[src/rtl/i2s_codec_bridge.sv]
// I2S codec bridge: left-slot ADC deserialiser and two-slot DAC serialiser, all on the system clock.
// Optional build macro I2S_CODEC_LOOPBACK_EN adds a `loopback` port that feeds received samples to the DAC.
module i2s_codec_bridge #(
  parameter int data_width  = 16,
  parameter int slot_width  = 32,
  parameter int sync_stages = 2
) (
  input  logic                  clk,
  input  logic                  reset,
  input  logic                  bclk,
  input  logic                  lrclk,
  input  logic                  adc_sdata,
  output logic                  dac_sdata,
  output logic [data_width-1:0] in_sample,
  output logic                  sample_ready,
  input  logic [data_width-1:0] out_sample,
  input  logic                  engine_ready,
`ifdef I2S_CODEC_LOOPBACK_EN
  input  logic                  loopback,
`endif
  output logic                  overrun,
  output logic                  frame_error
);

  localparam int CW = $clog2(slot_width + 1);
  localparam logic [CW-1:0] DW_C    = CW'(data_width);
  localparam logic [CW-1:0] CNT_ONE = CW'(1);

  localparam logic [2:0] RX_UNLOCKED = 3'd0;
  localparam logic [2:0] RX_DELAY    = 3'd1;
  localparam logic [2:0] RX_SHIFT    = 3'd2;
  localparam logic [2:0] RX_DONE     = 3'd3;
  localparam logic [2:0] RX_WAIT     = 3'd4;

  logic [sync_stages-1:0] bclk_sync_r, lrclk_sync_r, sdata_sync_r;
  logic bclk_prev_r, lrclk_prev_r, eng_prev_r;
  logic bclk_s, lrclk_s, sdata_s;
  logic bclk_rise_s, bclk_fall_s, lr_rise_s, lr_fall_s, lr_edge_s;

  logic [2:0]            rx_state_r, rx_state_lr_s, rx_state_n_s;
  logic [CW-1:0]         rx_cnt_r, rx_cnt_n_s;
  logic [data_width-1:0] rx_shift_r, rx_shift_n_s;
  logic                  rx_emit_s, ferr_set_s;

  logic [data_width-1:0] in_sample_r, out_latched_r, tx_load_s;
  logic                  sample_ready_r, overrun_r, frame_error_r;

  logic [data_width-1:0] tx_shift_r, tx_shift_n_s;
  logic [CW-1:0]         tx_cnt_r, tx_cnt_n_s;
  logic                  dac_r, dac_n_s;

  // Synchronise the codec pins and keep the previous synchronised value for edge detection
  always_ff @(posedge clk or negedge reset) begin
    if (!reset) begin
      bclk_sync_r  <= '0;
      lrclk_sync_r <= '0;
      sdata_sync_r <= '0;
      bclk_prev_r  <= 1'b0;
      lrclk_prev_r <= 1'b0;
    end else begin
      bclk_sync_r[0]  <= bclk;
      lrclk_sync_r[0] <= lrclk;
      sdata_sync_r[0] <= adc_sdata;
      for (int i = 1; i < sync_stages; i++) begin
        bclk_sync_r[i]  <= bclk_sync_r[i-1];
        lrclk_sync_r[i] <= lrclk_sync_r[i-1];
        sdata_sync_r[i] <= sdata_sync_r[i-1];
      end
      bclk_prev_r  <= bclk_sync_r[sync_stages-1];
      lrclk_prev_r <= lrclk_sync_r[sync_stages-1];
    end
  end

  assign bclk_s      = bclk_sync_r[sync_stages-1];
  assign lrclk_s     = lrclk_sync_r[sync_stages-1];
  assign sdata_s     = sdata_sync_r[sync_stages-1];
  assign bclk_rise_s = bclk_s & ~bclk_prev_r;
  assign bclk_fall_s = ~bclk_s & bclk_prev_r;
  assign lr_rise_s   = lrclk_s & ~lrclk_prev_r;
  assign lr_fall_s   = ~lrclk_s & lrclk_prev_r;
  assign lr_edge_s   = lr_rise_s | lr_fall_s;

  // RX next state: the lrclk edge is resolved first, then the bclk edge acts on the resulting state
  always_comb begin
    rx_state_lr_s = rx_state_r;
    rx_state_n_s  = rx_state_r;
    rx_cnt_n_s    = rx_cnt_r;
    rx_shift_n_s  = rx_shift_r;
    rx_emit_s     = 1'b0;
    ferr_set_s    = 1'b0;
    case (rx_state_r)
      RX_UNLOCKED: begin
        if (lr_fall_s) rx_state_lr_s = RX_DELAY;
        else           rx_state_lr_s = RX_UNLOCKED;
      end
      RX_DELAY, RX_SHIFT: begin
        if (lr_fall_s) begin
          rx_state_lr_s = RX_DELAY;
          ferr_set_s    = 1'b1;
        end else if (lr_rise_s) begin
          rx_state_lr_s = RX_WAIT;
          ferr_set_s    = 1'b1;
        end else begin
          rx_state_lr_s = rx_state_r;
        end
      end
      RX_DONE: begin
        rx_emit_s     = 1'b1;
        rx_state_lr_s = lr_fall_s ? RX_DELAY : RX_WAIT;
      end
      RX_WAIT: begin
        if (lr_fall_s) rx_state_lr_s = RX_DELAY;
        else           rx_state_lr_s = RX_WAIT;
      end
      default: rx_state_lr_s = RX_UNLOCKED;
    endcase

    rx_state_n_s = rx_state_lr_s;
    case (rx_state_lr_s)
      RX_DELAY: begin
        if (bclk_rise_s) begin
          rx_state_n_s = RX_SHIFT;
          rx_cnt_n_s   = '0;
        end else begin
          rx_state_n_s = RX_DELAY;
        end
      end
      RX_SHIFT: begin
        if (bclk_rise_s) begin
          rx_shift_n_s = {rx_shift_r[data_width-2:0], sdata_s};
          rx_cnt_n_s   = rx_cnt_r + CNT_ONE;
          if (rx_cnt_n_s == DW_C) rx_state_n_s = RX_DONE;
          else                    rx_state_n_s = RX_SHIFT;
        end else begin
          rx_state_n_s = RX_SHIFT;
        end
      end
      default: rx_state_n_s = rx_state_lr_s;
    endcase
  end

  // RX state, received sample, strobe and sticky status flags
  always_ff @(posedge clk or negedge reset) begin
    if (!reset) begin
      rx_state_r     <= RX_UNLOCKED;
      rx_cnt_r       <= '0;
      rx_shift_r     <= '0;
      in_sample_r    <= '0;
      sample_ready_r <= 1'b0;
      overrun_r      <= 1'b0;
      frame_error_r  <= 1'b0;
    end else begin
      rx_state_r     <= rx_state_n_s;
      rx_cnt_r       <= rx_cnt_n_s;
      rx_shift_r     <= rx_shift_n_s;
      sample_ready_r <= rx_emit_s;
      if (rx_emit_s) in_sample_r <= rx_shift_r;
      frame_error_r  <= frame_error_r | ferr_set_s;
      overrun_r      <= overrun_r | (sample_ready_r & ~engine_ready);
    end
  end

  // Latch the engine result on the rising edge of its ready level
  always_ff @(posedge clk or negedge reset) begin
    if (!reset) begin
      eng_prev_r    <= 1'b0;
      out_latched_r <= '0;
    end else begin
      eng_prev_r <= engine_ready;
      if (engine_ready && !eng_prev_r) out_latched_r <= out_sample;
    end
  end

`ifdef I2S_CODEC_LOOPBACK_EN
  assign tx_load_s = loopback ? in_sample_r : out_latched_r;
`else
  assign tx_load_s = out_latched_r;
`endif

  // TX next state; the bclk fall that coincides with the lrclk edge is the one-bit delay slot
  always_comb begin
    tx_shift_n_s = tx_shift_r;
    tx_cnt_n_s   = tx_cnt_r;
    dac_n_s      = dac_r;
    if (lr_edge_s) begin
      tx_shift_n_s = tx_load_s;
      tx_cnt_n_s   = '0;
      dac_n_s      = 1'b0;
    end else if (bclk_fall_s) begin
      if (tx_cnt_r < DW_C) begin
        dac_n_s      = tx_shift_r[data_width-1];
        tx_shift_n_s = {tx_shift_r[data_width-2:0], 1'b0};
        tx_cnt_n_s   = tx_cnt_r + CNT_ONE;
      end else begin
        dac_n_s = 1'b0;
      end
    end else begin
      dac_n_s = dac_r;
    end
  end

  // TX shift register, bit counter and registered DAC line
  always_ff @(posedge clk or negedge reset) begin
    if (!reset) begin
      tx_shift_r <= '0;
      tx_cnt_r   <= '0;
      dac_r      <= 1'b0;
    end else begin
      tx_shift_r <= tx_shift_n_s;
      tx_cnt_r   <= tx_cnt_n_s;
      dac_r      <= dac_n_s;
    end
  end

  assign dac_sdata    = dac_r;
  assign in_sample    = in_sample_r;
  assign sample_ready = sample_ready_r;
  assign overrun      = overrun_r;
  assign frame_error  = frame_error_r;

endmodule
[config.mk]
export PLATFORM = sky130hd
export DESIGN_NAME = i2s_codec_bridge
export DESIGN_NICKNAME = d
export VERILOG_FILES = /design/src/rtl/i2s_codec_bridge.sv
export SDC_FILE = /design/constraint.sdc
export NUM_CORES = 1
export LEC_CHECK = 0
export BUFFER_PORTS_ARGS = -buffer_cell sky130_fd_sc_hd__clkbuf_2
export CAP_MARGIN = 20
export CORE_MARGIN = 3
export CORE_UTILIZATION = 59
export DETAILED_ROUTE_END_ITERATION = 8
export PLACE_DENSITY = 0.8
export SLEW_MARGIN = 20
export SYNTH_ARGS = -nofsm -noshare
export SYNTH_HDL_FRONTEND = slang
export SYNTH_SLANG_ARGS = --single-unit
[constraint.sdc]
create_clock -name clk -period 3.8 [get_ports clk]
set_clock_uncertainty 0.15 [all_clocks]
set_input_delay 0.57 -clock clk [delete_from_list [all_inputs] [get_ports clk]]
set_output_delay 0.57 -clock clk [all_outputs]
set_load 0.05 [all_outputs]
After elaboration in Yosys (flattened, before gate mapping)
Index checks and enable logic that the tools add are counted.
{ "totals": {"ff_bits": 92, "word_cells": 78} }
{ "classes": {"n_addsub": 2, "magnitude_cmp": 1, "n_eq_ne": 9, "mux": 25, "bitwise_logic": 13, "reduce_logical": 11} }
{ "op_table": {"columns": ["cell", "n"], "rows": [
  ["$mux W16", 3],
  ["$mux W6", 5],
  ["$add A6 B1 Y6 const B", 2],
  ["$mux W3", 4],
  ["$pmux W6 S2", 1],
  ["$eq A3 B2 Y1 const B", 3],
  ["$mux W1", 9],
  ["$pmux W3 S3", 1],
  ["$eq A3 B1 Y1 const B", 2],
  ["$eq A6 B5 Y1 const B", 1],
  ["$lt A6 B5 Y1 const B", 1],
  ["$pmux W3 S2", 1],
  ["$reduce_bool A2 Y1", 3],
  ["$and A1 B1 Y1", 5],
  ["$not A1 Y1", 5],
  ["$ne A2 B2 Y1 const B", 2],
  ["$reduce_and A2 Y1", 2],
  ["$reduce_or A2 Y1", 2],
  ["$eq A3 B3 Y1 const B", 1],
  ["$logic_not A3 Y1", 1],
  ["$or A1 B1 Y1", 3],
  ["$reduce_and A3 Y1", 1],
  ["$mux W2", 1],
  ["$logic_and A1 B1 Y1", 1],
  ["$logic_not A1 Y1", 1]
]} }

Longest topological paths before layout
{ "depth": {"depth_word": 8, "ltp_mapped": 7} }

Worst setup path before layout
Ideal clock, no wire load.
{ "synth_timing": {"path_type": "input to register", "startpoint": "input engine_ready", "endpoint": "register out_latched_r[10]", "t_arrival_ns": 1.590, "t_required_ns": 3.525, "path_slack_ns": 1.935, "path_stages": 4, "n_path_buf": 1, "cell_sequence": "inv_1 nor2_1 buf_2 mux2_2"} }
{ "synth_via": {"elab_chain_cells": 1} }
{ "synth_lines": {"columns": ["element", "line_no", "rtl"], "rows": [
  ["start: declaration", "17", "input logic engine_ready,"],
  ["$logic_and A1 B1 Y1", "170", "if (engine_ready && !eng_prev_r) out_latched_r <= out_sample;"],
  ["end signal: assignment", "170", null],
  ["end: declaration", "45", "logic [data_width-1:0] in_sample_r, out_latched_r, tx_load_s;"]
]} }
No other way between the ends.
A chain may end at the register's enable or synchronous reset.

Final worst setup path
{ "layout_timing": {"startpoint": "register lrclk_sync_r[1]", "endpoint": "register rx_cnt_r[3]"} }
{ "layout_via": {"elab_chain_cells": 7, "elab_cells_between_ends": 15, "cone_classes": "4 x eq/ne; 6 x mux; 3 x bitwise; 2 x reduce/logical"} }
{ "layout_lines": {"columns": ["element", "line_no", "rtl"], "rows": [
  ["start: declaration", "35", "logic [sync_stages-1:0] bclk_sync_r, lrclk_sync_r, sdata_sync_r;"],
  ["start signal: indexed assignment", "66", "lrclk_sync_r[i] <= lrclk_sync_r[i-1];"],
  ["$and A1 B1 Y1 / $not A1 Y1 (equally long branches)", "79, 80", null],
  ["$mux W3 / $and A1 B1 Y1 (equally long branches)", "100, 80", null],
  ["$mux W3, or another cell as far along", "97", "if (lr_fall_s) begin"],
  ["$pmux W3 S3 *", "91", "case (rx_state_r)"],
  ["$eq A3 B1 Y1 / $eq A3 B2 Y1 (equally long branches)", "119", "case (rx_state_lr_s)"],
  ["$ne A2 B2 Y1 (no line) / $reduce_bool A2 Y1 (equally long branches)", null, null],
  ["$reduce_and A3 Y1 (no line)", null, null],
  ["end signal: assignment", "154", "rx_cnt_r <= rx_cnt_n_s;"],
  ["end: declaration", "41", "logic [CW-1:0] rx_cnt_r, rx_cnt_n_s;"]
]} }
Every way passes the cells marked *; elsewhere a longest branch is shown, timed or not.

==> reports/results.tsv <==
metric	value	unit
status	finished, final reports clean	
path_clk_slew	0.09	ns
min-delay-start	bclk	
synth_top_area_share	61.6	%
synth_area_leader_cell	dfrtp_1	
critPathTopFamily	compound AO/OA/AOI/OAI gates	
fin_crit	1.87	ns
maxSlewHeadroom	52.7	%
reg2reg_depth	5	
fmax	536	MHz
utilization	71.1	%
critPathMaxFanout	6	
yosysMostFrequentCell	dfrtp_1	
crit_type	flip-flop to flip-flop	
cts_buffers	9	
final_nets	355	
via_count	2189	
drv_cap	0	
coreArea	6030	sq um
wl_per_cell	14.2	um
finalNonFillerCells	408	
grt_pass1_wl	10300	um
synth_edf_count	0	
drive_gt1_share	33.9	%
period_share	49.1	%
final.setup.worst_slack	1.93	ns
r2r_start	lrclk_sync_r[1]	
die_x	85.6	um
grt_pass1_vias	2270	
avgViaCountPerCell	5.37	
crit_chain	ha_1, nor2_1, nand2_1, a311o_1, a211o_1	
ys_warn_count	0	
drt_first_pass_iters	4	
pin_count	42	
dp.cells	391	
r2r_slack	1.93	ns
grt_max_degree	43	
fill_cells	435	
grt_usage	18.1	%
cp.required	3.89	ns
worstPathBufferInverterCount	0	
drcViolationCount	0	
cts_buffer_depth	2	
place.gp.congestion	0.736	
clk_latency	0.36	ns
hold_end	bclk_sync_r[0]	
hold_violations	0	
worstPathArrival	1.96	ns
clock-sinks	92	
p_leak	2.14	nW
buffer_ports.inserted	41	
setup_viol	0	
crit_path_top_delay_cell	a311o_1	
cp-end-kind	flip-flop	
critPathLaunchType	flip-flop	
hold_class	input port to flip-flop	
synthesis.nets	309	
overflow	0	
synthArstFlopShare	100	%
place_area	4030	sq um
place_ws	1.83	ns
rsz0062_at_grt	false	
totalWireLength	5780	um
drtAntennaViolNets	0	
htree_levels	3	
hold-path-cell-count	1	
dp_hpwl	3830	um
yosysSeqAreaShare	61.6	%
area_delta_synth_final	14.6	%
initial_core_util	62.0	%
max_slew.worst_pin.slew	0.707	ns
crit_path_max_incr_delay	0.41	ns
cts_setup_buffers	0	
synth_area	3740	sq um
syn_inst	282	
die_y	85.6	um
setup_tns	0	ns
synth-seq-cells	92	
cts_root_buf	clkbuf_8	
regToRegEndpoint	rx_cnt_r[3]	
n_antenna_cell	0	
final_area	4280	sq um
dieArea	7320	sq um
syn_avg_cell_area	13.2	sq um
ys_top_cells_by_count	dfrtp_1 (92), mux2_2 (48), nor2_1 (23), a21oi_1 (18), mux2i_1 (16)	
ys_top_cells_by_area	dfrtp_1 (62%), mux2_2 (14%), mux2i_1 (4.3%)	
synthFlopType	dfrtp_1	
synth_cell_types	37	
antenna_found_initial	0	
cts_tree	built	
drt_iter0_markers	147	
p_total	2.29	mW
p_per_area	535	nW/um^2
rows	28	
max-vdd-ir-drop	0.585	mV
holdWs	0.170	ns
drv_slew	0	
==> worst max path at each step <==
stage,from,to,depth (start not counted)
3_5_place_dp,lrclk_sync_r[1],frame_error,4
4_1_cts,lrclk_sync_r[1],tx_shift_r[11],4
2_1_floorplan,engine_ready,out_latched_r[10],4
6_report,lrclk_sync_r[1],rx_cnt_r[3],5
3_3_place_gp,lrclk_sync_r[1],frame_error,4
5_1_grt,lrclk_prev_r,rx_cnt_r[3],6
==> cells in the final DEF (no fill, tap or decap), types with 6 or more instances in the layout <==
| cell | synthesis | routed |
|---|---|---|
| clkbuf_2 | 0 | 40 |
| buf_4 | 2 | 6 |
| inv_1 | 8 | 8 |
| clkbuf_8 | 0 | 9 |
| a21oi_1 | 18 | 18 |
| dfrtp_1 | 92 | 92 |
| nand2_1 | 11 | 11 |
| mux2_2 | 48 | 48 |
| nor2_1 | 23 | 23 |
| mux2i_1 | 16 | 16 |
==> worst register-to-register path, delay by kind of cell, from the launching register on <==
kind	cells	cell delay [ns]
AOI/OAI and AO/OA	2	0.73
DFF	1	0.40
adders and majority gates	1	0.27
and+or+nand+nor	2	0.20
==> logic make-up after synthesis <==
kind of cell | Yosys count | synth area share (%)
simple gates | 57 | 7.50
fa+ha+maj | 5 | 1.67
flops | 92 | 61.6
compound gates | 37 | 6.43
buf+inv | 20 | 2.38
xor+xnor | 7 | 1.64
mux | 64 | 18.8
==> flip-flops by register name (all words and copies together) (netlist names), 2 cells and up <==
signal and count:
rx_cnt_r 6, in_sample 16, out_latched_r 16, rx_shift_r 16
sdata_sync_r 2, rx_state_r 3, lrclk_sync_r 2, bclk_sync_r 2
tx_shift_r 16, tx_cnt_r 6
==> power by group <==
group	internal (mW)	switching (mW)
Combinational	0.145	0.193
Clock	0.441	0.341
Sequential	1.09	0.0832
Total	1.67	0.617
==> routing by layer <==
layer  GRT usage (%)  wire length [um]  up-vias
met2            26.9              2620       36
met1            24.8              2770     1076
met3            4.61               263       10
met5               0                 0        -
li1                -                 -     1067
met4            9.50               131        0
==> final cells by class <==
type | instances | area [sq um] | area share (%)
multi-input combinational | 170 | 1360 | 31.7
clock buffer | 9 | 124 | 2.89
timing repair buffer | 47 | 255 | 5.96
tap | 75 | 93.8 | 2.19
inverter | 8 | 30.0 | 0.701
sequential | 92 | 2300 | 53.8
clock inverter | 7 | 121 | 2.83
==> repair_timing <==
item | 4_1_cts | 5_1_grt
setup endpoints to repair | 0 | 0
hold buffers | 1 | 0
hold endpoints to repair | 14 | 0
gates resized for setup | 0 | 0
Power figures use the tool's default switching activity.
